## src/rtl/layer_argmax_if.sv

```systemverilog
// Handshake bundle between the final fully connected layer, the argmax stage
// and the result consumer.
//   in_data/in_valid/in_ready    : score vector in, valid/ready
//   out_idx/out_max/out_valid/out_ready : winning class out, valid/ready
//   busy                         : stage is scanning or holding a result
// master = upstream/consumer side, slave = the argmax stage.
interface layer_argmax_if #(
    parameter int unsigned N     = 10,
    parameter int unsigned WIDTH = 16,
    parameter int unsigned IDX_W = (N > 1) ? $clog2(N) : 1
);
    logic [WIDTH-1:0] in_data [N-1:0];
    logic             in_valid;
    logic             in_ready;
    logic [IDX_W-1:0] out_idx;
    logic [WIDTH-1:0] out_max;
    logic             out_valid;
    logic             out_ready;
    logic             busy;

    modport master (
        output in_data, in_valid, out_ready,
        input  in_ready, out_idx, out_max, out_valid, busy
    );

    modport slave (
        input  in_data, in_valid, out_ready,
        output in_ready, out_idx, out_max, out_valid, busy
    );
endinterface

```

## src/rtl/layer_argmax.sv

```systemverilog
// Classifier stage: captures one score vector, optionally clamps negatives to
// zero, scans it one element per cycle and returns index and value of the
// first maximum.
//   clk  : rising-edge clock
//   rst  : synchronous active-high reset, aborts any frame in flight
//   bus  : layer_argmax_if slave (vector in, result out, busy)
module layer_argmax #(
    parameter int unsigned N       = 10,
    parameter int unsigned WIDTH   = 16,
    parameter bit          RELU_EN = 1'b1,
    parameter int unsigned IDX_W   = (N > 1) ? $clog2(N) : 1
) (
    input  logic          clk,
    input  logic          rst,
    layer_argmax_if.slave bus
);
    localparam int unsigned LAST = N - 1;

    typedef enum logic [1:0] {
        IDLE = 2'd0,
        SCAN = 2'd1,
        DONE = 2'd2
    } state_t;

    state_t                  state_q;
    logic signed [WIDTH-1:0] score_q [N];
    logic signed [WIDTH-1:0] best_val_q;
    logic [IDX_W-1:0]        best_idx_q;
    logic [IDX_W-1:0]        cnt_q;
    logic                    in_ready_q;
    logic                    out_valid_q;
    logic                    busy_q;

    logic signed [WIDTH-1:0] relu_d [N];
    logic signed [WIDTH-1:0] cand_d;

    // ReLU at capture so the scan only ever sees final scores.
    always_comb begin
        for (int unsigned k = 0; k < N; k++) begin
            relu_d[k] = bus.in_data[k];
            if (RELU_EN && bus.in_data[k][WIDTH-1]) begin
                relu_d[k] = '0;
            end
        end
    end

    assign cand_d = score_q[cnt_q];

    // Capture / scan / hold FSM; strict '>' keeps the lower index on ties.
    always_ff @(posedge clk) begin
        if (rst) begin
            state_q     <= IDLE;
            in_ready_q  <= 1'b1;
            out_valid_q <= 1'b0;
            busy_q      <= 1'b0;
            best_val_q  <= '0;
            best_idx_q  <= '0;
            cnt_q       <= '0;
            for (int unsigned k = 0; k < N; k++) begin
                score_q[k] <= '0;
            end
        end else begin
            unique case (state_q)
                IDLE: begin
                    if (bus.in_valid && in_ready_q) begin
                        for (int unsigned k = 0; k < N; k++) begin
                            score_q[k] <= relu_d[k];
                        end
                        best_val_q <= relu_d[0];
                        best_idx_q <= '0;
                        cnt_q      <= IDX_W'(1);
                        in_ready_q <= 1'b0;
                        busy_q     <= 1'b1;
                        if (N == 1) begin
                            state_q     <= DONE;
                            out_valid_q <= 1'b1;
                        end else begin
                            state_q <= SCAN;
                        end
                    end
                end
                SCAN: begin
                    if (cand_d > best_val_q) begin
                        best_val_q <= cand_d;
                        best_idx_q <= cnt_q;
                    end
                    if (cnt_q == IDX_W'(LAST)) begin
                        state_q     <= DONE;
                        out_valid_q <= 1'b1;
                    end else begin
                        cnt_q <= cnt_q + IDX_W'(1);
                    end
                end
                DONE: begin
                    if (bus.out_ready) begin
                        state_q     <= IDLE;
                        out_valid_q <= 1'b0;
                        busy_q      <= 1'b0;
                        in_ready_q  <= 1'b1;
                    end
                end
                default: begin
                    state_q <= IDLE;
                end
            endcase
        end
    end

    assign bus.in_ready  = in_ready_q;
    assign bus.out_valid = out_valid_q;
    assign bus.busy      = busy_q;
    assign bus.out_idx   = best_idx_q;
    assign bus.out_max   = best_val_q;
endmodule

```

## src/flat_wrapper.sv

```systemverilog
// flat-port wrapper written by rule: the top's interface ports become plain ports
module layer_argmax_flat 
#(
    parameter int unsigned N       = 10,
    parameter int unsigned WIDTH   = 16,
    parameter bit          RELU_EN = 1'b1,
    parameter int unsigned IDX_W   = (N > 1) ? $clog2(N) : 1
)
  (clk, rst, bus_in_data, bus_in_valid, bus_out_ready, bus_in_ready, bus_out_idx, bus_out_max, bus_out_valid, bus_busy);
  layer_argmax_if #(.N(N), .WIDTH(WIDTH), .IDX_W(IDX_W)) bus_i ();
  input  logic clk;
  input  logic rst;
  input wire logic [$bits(bus_i.in_data)-1:0] bus_in_data;
  input wire logic [$bits(bus_i.in_valid)-1:0] bus_in_valid;
  input wire logic [$bits(bus_i.out_ready)-1:0] bus_out_ready;
  output wire logic [$bits(bus_i.in_ready)-1:0] bus_in_ready;
  output wire logic [$bits(bus_i.out_idx)-1:0] bus_out_idx;
  output wire logic [$bits(bus_i.out_max)-1:0] bus_out_max;
  output wire logic [$bits(bus_i.out_valid)-1:0] bus_out_valid;
  output wire logic [$bits(bus_i.busy)-1:0] bus_busy;
  assign bus_i.in_data = {>>{bus_in_data}};
  assign bus_i.in_valid = bus_in_valid;
  assign bus_i.out_ready = bus_out_ready;
  assign bus_in_ready = bus_i.in_ready;
  assign bus_out_idx = bus_i.out_idx;
  assign bus_out_max = bus_i.out_max;
  assign bus_out_valid = bus_i.out_valid;
  assign bus_busy = bus_i.busy;
  layer_argmax #(.N(N), .WIDTH(WIDTH), .RELU_EN(RELU_EN), .IDX_W(IDX_W)) u_core (.clk(clk), .rst(rst), .bus(bus_i));
endmodule
```

## config.mk

```make
export PLATFORM = sky130hd
export DESIGN_NAME = layer_argmax_flat
export DESIGN_NICKNAME = d
export VERILOG_FILES = /design/src/rtl/layer_argmax_if.sv /design/src/rtl/layer_argmax.sv /design/src/flat_wrapper.sv
export SDC_FILE = /design/constraint.sdc
export NUM_CORES = 1
export LEC_CHECK = 0
export ABC_AREA = 1
export CAP_MARGIN = 0
export CORE_MARGIN = 1
export CORE_UTILIZATION = 55
export CTS_CLUSTER_SIZE = 14
export DETAILED_ROUTE_END_ITERATION = 10
export HOLD_SLACK_MARGIN = 0.1
export PLACE_DENSITY = 0.91
export SETUP_SLACK_MARGIN = 0.15
export SYNTH_ARGS = -nofsm -noshare
export SYNTH_HDL_FRONTEND = slang
export SYNTH_SLANG_ARGS = --single-unit
```

## constraint.sdc

```tcl
create_clock -name clk -period 16.3 [get_ports clk]
set_clock_uncertainty 0.2 [all_clocks]
set_input_delay 4.075 -clock clk [delete_from_list [all_inputs] [get_ports clk]]
set_output_delay 4.075 -clock clk [all_outputs]
set_load 0.02 [all_outputs]
```

======== Yosys cells after proc, flatten, opt, wreduce, memory -nomap -nowiden ========
Memories as Yosys holds them, arrays and structs flattened. A register that Yosys moved wholly into a read port is not among the register bits.
Index checks and enable logic that the tools add are counted.
cells by class
  mux-type cells .......................... 49
  add/sub/neg operators ................... 1
  bitwise operators ....................... 10
  equality and inequality tests ........... 8
  reductions and logical operators ........ 10
  order comparisons ....................... 1
operators by type and width
  cell                 count
  $mux 15              20
  $mux 16              2
  $pmux 16 s2          1
  $mux 4               6
  $gt 16x16->1         1
  $pmux 4 s2           2
  $reduce_and 3->1     5
  $mux 1               11
  $or 1x1->1           10
  $mux 2               3
  $ne 2x1->1 const B   3
  $pmux 1 s2           3
  $pmux 2 s3           1
  $reduce_bool 2->1    3
  $add 4x1->4 const B  1
  $eq 4x4->1 const B   1
  $ne 2x2->1 const B   2
  $eq 2x1->1 const B   1
  $eq 2x2->1 const B   1
  $logic_not 2->1      1
  $logic_and 1x1->1    1
word-level totals
  output and inout bits ................... 23
  input port bits ......................... 164
  logic and storage cells ................. 87
  register bits ........................... 29
  memories ................................ 1
  memory bits (writable) .................. 150
memories
  memory          words  bits a word  rd ports  clocked after memory_dff  write ports  RTL line            RTL
  u_core.score_q  10     15           1         1                         10           layer_argmax.sv:26  logic signed [WIDTH-1:0] score_q [N];

======== Longest topological paths before layout ========
Gate-level depths: netlist (run 1).
  word-level depth ........................ 6
  gate-level depth with buffers ........... 22
  mapped depth without buffers ............ 21

======== Least setup slack after synthesis (run 1) ========
OpenSTA, ideal clock, no wires.
  path type ............................... in2reg
  start point ............................. in bus_in_valid
  end point ............................... reg with a tool-made name
  setup time .............................. 0.331 ns
  arrival time ............................ 8.005 ns
  data required time ...................... 15.769 ns
  buffers on the path ..................... 1
  slack ................................... 7.764 ns
  stages on the path ...................... 6
  cell sequence ........................... nand2_1 nor3_2 inv_2 clkbuf_1 nand2_1 nor3_1
RTL lines
  what             RTL line            RTL
  start, declared  flat_wrapper.sv:14  input wire logic [$bits(bus_i.in_valid)-1:0] bus_in_valid;

==> results of run 1 <==
-- state kept, by name, summed over array words and instances (netlist names), named ones only --
signal                cells
u_core.bus.in_ready       1
u_core.state_q            2
u_core.bus.busy           1
u_core.bus.out_idx        4
u_core.bus.out_max       15
u_core.bus.out_valid      1
u_core.score_q          150
u_core.cnt_q              4
-- area by class of cell --
| class | count | area share [%] |
|---|---|---|
| Tap cell | 220 | 2.29 |
| Timing Repair Buffer | 190 | 15.7 |
| Sequential cell | 182 | 42.8 |
| Clock buffer | 18 | 3.57 |
| Multi-Input combinational cell | 695 | 25.7 |
| Inverter | 285 | 8.91 |
| Clock inverter | 14 | 0.979 |
-- Yosys cell counts, types with 4 or more instances --
master    number  share of area (%)
a21oi_1       11               0.57
buf_2         21                1.1
buf_6          4               0.47
clkbuf_1      32                1.3
dfxtp_1       32                6.7
edfxtp_1     150                 47
ha_1          17                2.2
inv_1        282                 11
nand2_1      272                 11
nand3_1      112                5.8
nor2_1       222                8.7
nor2_4        10                1.2
nor3_1        18               0.94
o21ai_0       18               0.94
or2_2          7               0.46
-- cell usage in the layout, fill, tap and decap left out, types with 11 or more instances in the layout --
cell type        Yosys  routed
o21ai_0             18      18
clkdlybuf4s50_1      0     185
edfxtp_1           150     150
a21oi_1             11      11
nand2_1            272     271
nor2_1             222     222
dfxtp_1             32      31
inv_1              282     281
nand3_1            112     112
ha_1                17      17
nor3_1              18      18
clkbuf_16            0      17
-- per-layer routing --
metal  part of all wire (%)  vias to the layer above  GRT usage [%]
met5                      0                        -              0
met4                    4.6                        0           15.3
met3                    8.0                       89           4.99
met2                     48                      483           49.0
met1                     39                     3766           36.2
li1                       -                     3977              -
-- worst paths after layout --
kind | slack [ps] | cells past startpoint | startpoint | to
max | 9340 | 4 | rst | u_core.score_q[1][2]
min | 250 | 2 | u_core.bus.out_valid | u_core.bus.out_valid
max reg2reg | 11530 | 21 | flop | u_core.bus.out_idx[0]
min reg2reg | 250 | 2 | u_core.bus.out_valid | u_core.bus.out_valid
-- critical path, stage by stage --
cell             delay [ps]
clkdlybuf4s50_1         550
inv_1                   380
nand2_4                 890
buf_4                   840
-- power groups by stage --
| stage | registers (W) | clock network, W | logic [W] |
|---|---|---|---|
| floorplan | 0.000619 | 0 | 0.000234 |
| global placement | 0.000600 | 0 | 0.000377 |
| detailed placement | 0.000602 | 0 | 0.000388 |
| CTS | 0.000593 | 0.000385 | 0.000395 |
| global route | 0.000599 | 0.000402 | 0.000442 |
| finish | 0.000594 | 0.000389 | 0.000401 |
-- per-stage QoR --
stage / power [W] / instance area, um^2
after global placement: 0.000977 / 11500
after floorplan: 0.000853 / 9600
after CTS: 0.00137 / 12000
after global routing: 0.00144 / 12000
final: 0.00138 / 12000
after detailed placement: 0.000990 / 11500
-- kinds of logic (layout without fill, tap and decap cells) --
| kind of cell | after synthesis | after routing | synth area share, % |
|---|---|---|---|
| other | 1 | 1 | 0.0391 |
| AO/OA/AOI/OAI | 31 | 31 | 1.71 |
| adder cells (fa/ha/maj) | 17 | 17 | 2.22 |
| flip-flops | 182 | 182 | 53.6 |
| buffers and inverters | 346 | 507 | 14.3 |
| AND/OR/NAND/NOR | 646 | 646 | 28.1 |
==> impl_summary.txt, run 1 <==
----------------------------------------------------
[STA]
  Number of endpoints with negative hold slack in the final report ... 0
  Fin Hold WS ... 246 ps
  Final sum of negative setup slack ... 0 ps
  Setup WS post-layout ... 9340 ps
  Number of max-slew violations in the final report ... 0
  Final min period ... 6960 ps
  Worst-case headroom to the max-slew limit ... 20.1%
  Worst-Margin Slew ... 1200 ps
  Highest achievable clock rate ... 144 MHz
  Total setup violations reported at the end of the flow ... 0
  Unrepaired setup endpoints after global routing ... no
  Final cycle utilization of the critical path ... 42.7%

[Clock network]
  Number of resized instances in the post-cts repair step ... 0
  Number of buffers added for setup after CTS ... 0
  Number of H-tree levels ... 4
  Number of buffers between clock root and the deepest sink ... 2
  CTS Root Cell ... clkbuf_16
  Later-pin clock latency in the skew report ... 450 ps
  TritonCTS clock tree ... done
  Quantity of hold-fixing buffers added after cts ... 0
  Clock sink count ... 182
  CTS buffer count ... 17
  Register clock-pin slew on the reported worst setup and hold paths ... 70 ps

[Global routing]
  Global-route congestion overflow total ... 0
  Initial antenna violation count ... 0
  Vias in the first global route ... 8074
  First-pass GRT wire length ... 39500 um
  Maximum number of pins on one net before global-route repair ... 79
  GR Util All Layers ... 29.2%

[Final layout]
  Final Core Density ... 71.4%
  Sequential cell area ... 5150 um^2
  Area added between synthesis and finish ... 25.2%
  Total number of nets in the final design ... 1552
  Share of cells above drive strength 1 ... 4.41%
  Final non-filler cell total ... 1604
  Ant. Diodes ... 0
  Area of the multi-input gates ... 3080 um^2
  Filler Cell Count ... 1255

[Drt]
  Total length of routed wires ... 25400 um
  Drt first pass iters ... 8
  Total DRC errors in the routed layout ... 0
  Post-route ant nets ... 0
  Via/cell ratio ... 5.18
  Routed WL per cell ... 15.8 um
  First-iteration detailed-routing DRC count ... 982
  Via count ... 8315

[Placed design]
  Input/output buffers ... 185
  Routability cong. ... 0.869
  Post-detailed-placement half-perimeter wirelength ... 17700 um
  Count of placed standard cells including taps ... 1572
  Post-placement setup slack ... 8920 ps

[Synthesis]
  Number of enable-type register cells in the synthesized netlist ... 150
  Post-synth cell types ... 27
  Mean area per synthesized cell ... 7.85 um^2
  Mapped cell area ... 9600 um^2
  Net count after synthesis ... 1404
  Post-synth ARST share ... 0%
  Main synth FF type ... edfxtp_1
  Number of flip-flops and latches in the synthesized netlist ... 182
  Register area share after synthesis ... 53.6%
  Post-Synthesis Cells ... 1223
  Yosys warns ... 0

[Run status]
  Outcome ... finished, final reports clean

[Power]
  Static leakage ... 5.78 nW
  Portion of total power attributed to sequential cells ... 42.9%
  Switching pwr ... 0.000465 W
  Peak supply drop ... 0.0949 mV
  Sw Share ... 33.6%
  Internal power of the cells ... 0.000918 W
  Power per standard cell area ... 115 nW/um^2
  Combinational Power Share ... 29.0%
  Clock power share ... 28.1%

[Setup path]
  Critical path endpoint category ... flop
  CP startpoint kind ... primary input
  Critical Path AT ... 6830 ps
  Critical path type ... in2reg
  Data required time of the worst path ... 16170 ps
  Peak fanout along the critical path ... 78

[Run]
  Number of maximum-capacitance violations ... 0

[Die]
  Initial core utilization ... 57.1%
  I/O Pins ... 187
  Placeable core area ... 16800 um^2
  Die area ... 18000 um^2
  Vert. Die Dim ... 134 um
  Die extent in x ... 134 um
  Rows ... 47

[Min path]
  Worst min-delay path class ... reg2reg

----------------------------------------------------
(Power assumes the default switching activity.)
==> inputs of run 2 (changes only) <==
--- a/config.mk
+++ b/config.mk
@@ -8,11 +8,11 @@
 export ABC_AREA = 1
 export CAP_MARGIN = 0
 export CORE_MARGIN = 1
-export CORE_UTILIZATION = 55
+export CORE_UTILIZATION = 47
 export CTS_CLUSTER_SIZE = 14
 export DETAILED_ROUTE_END_ITERATION = 10
 export HOLD_SLACK_MARGIN = 0.1
-export PLACE_DENSITY = 0.91
+export PLACE_DENSITY = 0.83
 export SETUP_SLACK_MARGIN = 0.15
 export SYNTH_ARGS = -nofsm -noshare
 export SYNTH_HDL_FRONTEND = slang
==> constraint.sdc (replaced) <==
create_clock -name clk -period 6.29 [get_ports clk]
set_clock_uncertainty 0.2 [all_clocks]
set_input_delay 1.5725 -clock clk [delete_from_list [all_inputs] [get_ports clk]]
set_output_delay 1.5725 -clock clk [all_outputs]
set_load 0.02 [all_outputs]
==> run 2 against run 1 <==
  * Design area up 1.2%
  * First-iteration DRC count down 21%
  * Worst hold slack better by 14 ps
  * Combinational power rose to 2.6 times the previous value
  * Critical path type unchanged
  * Largest power group unchanged
  * Highest routed layer unchanged
==> impl_summary.txt, run 2 (synthesis gave the netlist of run 1 again) <==
----------------------------------------------------
[Clock network]
  Later-pin clock latency in the skew report ... 440 ps
  Quantity of hold-fixing buffers added after cts ... 0
  TritonCTS clock tree ... done
  Number of H-tree levels ... 4
  Number of buffers between clock root and the deepest sink ... 2
  Number of resized instances in the post-cts repair step ... 0
  Number of buffers added for setup after CTS ... 0
  CTS buffer count ... 17
  CTS Root Cell ... clkbuf_16
  Clock sink count ... 182
  Register clock-pin slew on the reported worst setup and hold paths ... 70 ps

[Die]
  Die area ... 21000 um^2
  Rows ... 51
  Placeable core area ... 19700 um^2
  I/O Pins ... 187
  Die extent in x ... 145 um
  Initial core utilization ... 48.7%
  Vert. Die Dim ... 145 um

[Setup path]
  Data required time of the worst path ... 6150 ps
  Peak fanout along the critical path ... 76
  CP startpoint kind ... primary input
  Critical Path AT ... 4110 ps
  Cell-by-cell listing of the critical path ... clkdlybuf4s50_1 > inv_1 > nand2_4 > buf_4
  Max stage delay cell, worst path ... nand2_4
  Critical path type ... in2reg
  Critical path endpoint category ... flop
  CP max stage delay ... 870 ps

[Run status]
  Outcome ... finished, final reports clean

[Final layout]
  Most frequent cells in the layout ... inv_1, nand2_1, nor2_1
  Total number of nets in the final design ... 1553
  Area added between synthesis and finish ... 26.6%
  Ant. Diodes ... 0
  Register bank with the most flops ... u_core.score_q
  Final non-filler cell total ... 1650
  Final Core Density ... 61.6%
  Share of cells above drive strength 1 ... 4.48%
  Commonest non-fill, non-tap cell in the layout ... inv_1
  Flip-flop count of the largest register after layout ... 150

[Drt]
  Drt first pass iters ... 7
  Routed WL per cell ... 15.1 um
  Total DRC errors in the routed layout ... 0
  Post-route ant nets ... 0
  Via/cell ratio ... 4.87
  Total length of routed wires ... 24800 um
  First-iteration detailed-routing DRC count ... 780
  Via count ... 8043

[Global routing]
  Vias in the first global route ... 7737
  Grt met3 use ... 3.65%
  GR Util All Layers ... 24.7%
  Initial antenna violation count ... 0
  Met2 capacity usage during global routing ... 41.8%
  Met1 GRT Util ... 31.4%
  Global-route congestion overflow total ... 0
  Maximum number of pins on one net before global-route repair ... 77
  Most congested layer reported by global routing ... met2
  First-pass GRT wire length ... 38500 um

[Power]
  Power per standard cell area ... 305 nW/um^2
  Peak supply drop ... 0.227 mV
  Static leakage ... 5.81 nW
  Pwr Total ... 0.00371 W

[Placed design]
  Count of placed standard cells including taps ... 1618
  Routability cong. ... 0.858
  Post-detailed-placement half-perimeter wirelength ... 17800 um
  Input/output buffers ... 185

[STA]
  Number of max-slew violations in the final report ... 0
  Final sum of negative setup slack ... 0 ps
  Highest achievable clock rate ... 235 MHz
  Number of endpoints with negative hold slack in the final report ... 0
  Worst-case headroom to the max-slew limit ... 19.3%
  Unrepaired setup endpoints after global routing ... no
  Final cycle utilization of the critical path ... 67.6%
  Final min period ... 4250 ps
  Total setup violations reported at the end of the flow ... 0
  Worst-Margin Slew ... 1210 ps

[Min path]
  Worst min-delay path class ... reg2reg

[Run]
  Number of maximum-capacitance violations ... 0

----------------------------------------------------
-- run 2: cell count changes in the layout (fill, tap and decap cells not counted), sizes merged --
cell	change
clkinv	-6
bufinv	+4
clkinvlp	+3
buf	+1
inv	-1
-- run 2: where the power goes --
group	leakage [nW]	total, W	internal, W	switching, W
Combinational	3.64	0.00103	0.000384	0.000645
Clock	0.298	0.00114	0.000670	0.000469
Sequential	1.87	0.00154	0.00148	0.0000607
Total	5.81	0.00371	0.00253	0.00117
-- run 2: final timing paths --
check                        from               endpoint  slack, ps  cells after the start
max                           rst   u_core.score_q[9][9]       2040                      4
min          u_core.bus.out_valid   u_core.bus.out_valid        260                      2
max reg2reg                  flop  u_core.bus.out_idx[0]       2250                     19
min reg2reg  u_core.bus.out_valid   u_core.bus.out_valid        260                      2
-- run 2: cell type report --
| cell class | count | area, um^2 |
|---|---|---|
| Sequential cell | 182 | 5150 |
| Clock inverter | 14 | 196 |
| Multi-Input combinational cell | 695 | 3080 |
| Fill cell | 1567 | 7560 |
| Clock buffer | 18 | 429 |
| Timing Repair Buffer | 191 | 1900 |
| Tap cell | 265 | 332 |
| Inverter | 285 | 1070 |
-- run 2: worst max-delay path: cells and delay by family --
kind	cells	cell delay [ps]
buffers and inverters	3	1600
and+or+nand+nor	1	870
-- run 2: metrics by stage --
stage / instance area (um^2) / hold WS, ps / worst slack (ps)
after global routing: 12200 / 302 / 1890
after detailed placement: 11500 / 251 / 1640
after global placement: 11500 / 241 / 1690
after floorplan: 9600 / 295 / 257
after CTS: 12200 / 262 / 2080
final: 12200 / 260 / 2040
-- run 2: routing by layer --
metal  routed length [um]  part of all wire [%]
met5                    0                     0
met2                12100                    49
met1                10000                    40
met3                 1840                   7.4
met4                  898                   3.6
==> inputs of run 3 (changes only) <==
==> constraint.sdc (replaced) <==
create_clock -name clk -period 3.8 [get_ports clk]
set_clock_uncertainty 0.2 [all_clocks]
set_input_delay 0.95 -clock clk [delete_from_list [all_inputs] [get_ports clk]]
set_output_delay 0.95 -clock clk [all_outputs]
set_load 0.02 [all_outputs]
==> run 3 against run 2 <==
  * Register-to-register slack got worse by 1700 ps
  * Utilization rose by 0.60 points
  * Sequential cell count is the same
  * Die area unchanged
  * Clock-buffer cell count rose by 1
  * Largest cell class unchanged
  * Total power is 63% higher
  * Design area up 0.97%
  * Largest power group unchanged
  * First-iteration DRC count is 7.1% higher
  * Setup slack worse by 1500 ps
  * Sequential share of layout area shrank 0.41 points
  * Clock power increased by 54%
==> impl_summary.txt, run 3 (synthesis gave the netlist of run 1 again) <==
----------------------------------------------------
[STA]
  Highest achievable clock rate ... 311 MHz
  Unrepaired setup endpoints after global routing ... no
  Number of endpoints with negative hold slack in the final report ... 0
  Number of max-slew violations in the final report ... 0
  Final sum of negative setup slack ... 0 ps
  Final min period ... 3210 ps
  Worst-Margin Slew ... 574 ps
  Total setup violations reported at the end of the flow ... 0
  Worst-case headroom to the max-slew limit ... 61.8%
  Final cycle utilization of the critical path ... 84.5%
  Fin Hold WS ... 246 ps

[Clock network]
  Register clock-pin slew on the reported worst setup and hold paths ... 70 ps
  TritonCTS clock tree ... done
  Number of buffers added for setup after CTS ... 0
  Number of resized instances in the post-cts repair step ... 0
  CTS Root Cell ... clkbuf_16
  Number of buffers between clock root and the deepest sink ... 2
  Clock sink count ... 182
  CTS buffer count ... 17
  Quantity of hold-fixing buffers added after cts ... 0
  Number of H-tree levels ... 4
  Later-pin clock latency in the skew report ... 430 ps

[Global routing]
  Initial antenna violation count ... 0
  GR Util All Layers ... 25.3%
  Grt met3 use ... 4.77%
  Maximum number of pins on one net before global-route repair ... 97
  Vias in the first global route ... 7744
  First-pass GRT wire length ... 39400 um
  Met2 capacity usage during global routing ... 42.0%
  Met1 GRT Util ... 32.5%
  Global-route congestion overflow total ... 0
  Most congested layer reported by global routing ... met2

[Setup path]
  CP max stage delay ... 400 ps
  CP startpoint kind ... flop
  Cell-by-cell listing of the critical path ... buf_4 > nand2_1 > nand3_1 > nand3_1 > nand3_1 > nand2_1 > ha_1 > a21oi_1 > nand2_1 > a21oi_1 > nand2_1 > nand2_1 > buf_4 > nand3_1 > nand2_1 > nor2_1
  Critical Path AT ... 3340 ps
  Critical path endpoint category ... flop
  Critical path type ... reg2reg
  Critical path destination ... u_core.bus.out_max[6]
  Max stage delay cell, worst path ... buf_4
  Number of cells traversed by the worst register-to-register path ... 16
  Data required time of the worst path ... 3930 ps
  Peak fanout along the critical path ... 42
  Terminus of the critical flop-to-flop path ... u_core.bus.out_max[6]
  Reg-to-reg setup timing slack ... 590 ps
  Cell seen most often among critical-path stages ... nand2_1

[Placed design]
  Routability cong. ... 0.932
  Input/output buffers ... 185
  Post-detailed-placement half-perimeter wirelength ... 18600 um
  Count of placed standard cells including taps ... 1632

[Drt]
  Via/cell ratio ... 4.87
  Post-route ant nets ... 0
  Drt first pass iters ... 5
  First-iteration detailed-routing DRC count ... 835
  Routed WL per cell ... 15.3 um
  Total length of routed wires ... 25400 um
  Via count ... 8108
  Total DRC errors in the routed layout ... 0

[Die]
  Placeable core area ... 19700 um^2
  I/O Pins ... 187
  Vert. Die Dim ... 145 um
  Die area ... 21000 um^2
  Die extent in x ... 145 um
  Initial core utilization ... 48.7%
  Rows ... 51

[Run status]
  Outcome ... finished, final reports clean

[Final layout]
  Total number of nets in the final design ... 1567
  Most frequent cells in the layout ... inv_1, nand2_1, nor2_1
  Ant. Diodes ... 0
  Share of cells above drive strength 1 ... 5.29%
  Register bank with the most flops ... u_core.score_q
  Area added between synthesis and finish ... 27.9%
  Flip-flop count of the largest register after layout ... 150
  Filler Cell Count ... 1585
  Commonest non-fill, non-tap cell in the layout ... inv_1
  Final non-filler cell total ... 1664

[Run]
  Number of maximum-capacitance violations ... 0

[Power]
  Power per standard cell area ... 493 nW/um^2
  Peak supply drop ... 0.308 mV
  Pwr Total ... 0.00604 W
  Static leakage ... 5.88 nW

[Min path]
  Worst min-delay path class ... reg2reg

----------------------------------------------------
[run 3: critical path: cells and delay by family (launching register included)]
family          cells  cell delay, ps
simple gates       11            1280
compound gates      2             280
fa+ha+maj           1             340
flops               1             360
buf+inv             2             650
[run 3: per-layer routing]
layer / up-vias / share of wire (%)
li1: 4007 / -
met5: - / 0
met1: 3661 / 41
met4: 0 / 3.1
met2: 392 / 48
met3: 48 / 7.7
[run 3: where the power goes]
part	total, W	internal (W)	switching [W]
Combinational	0.00175	0.000674	0.00107
Sequential	0.00255	0.00245	0.000104
Clock	0.00175	0.000979	0.000771
[run 3: cell type report]
type | count | area [um^2] | area share, %
clock buffer | 19 | 433 | 3.53
clock inverter | 13 | 146 | 1.19
inverter | 285 | 1070 | 8.72
multi-input combinational | 695 | 3090 | 25.2
sequential | 182 | 5150 | 41.9
tap | 265 | 332 | 2.70
timing repair buffer | 205 | 2050 | 16.7
[run 3: metrics by stage]
step | util, % | worst slack (ps) | instance area [um^2]
floorplan | - | 647 | 9600
global placement | 59.3 | 682 | 11700
detailed placement | 59.3 | 661 | 11700
CTS | 62.2 | 640 | 12300
global route | 62.2 | 340 | 12300
finish | 62.2 | 588 | 12300
[run 3: worst min path at each step]
stage | end | cells past startpoint | slack (ps) | from
finish | u_core.bus.out_valid | 2 | 250 | u_core.bus.out_valid
global route | u_core.bus.out_valid | 2 | 260 | u_core.bus.out_valid
CTS | u_core.bus.out_valid | 2 | 250 | u_core.bus.out_valid
detailed placement | u_core.bus.out_valid | 2 | 240 | u_core.bus.out_valid
global placement | u_core.bus.out_valid | 2 | 240 | u_core.bus.out_valid
floorplan | flop | 2 | 290 | u_core.cnt_q[2]
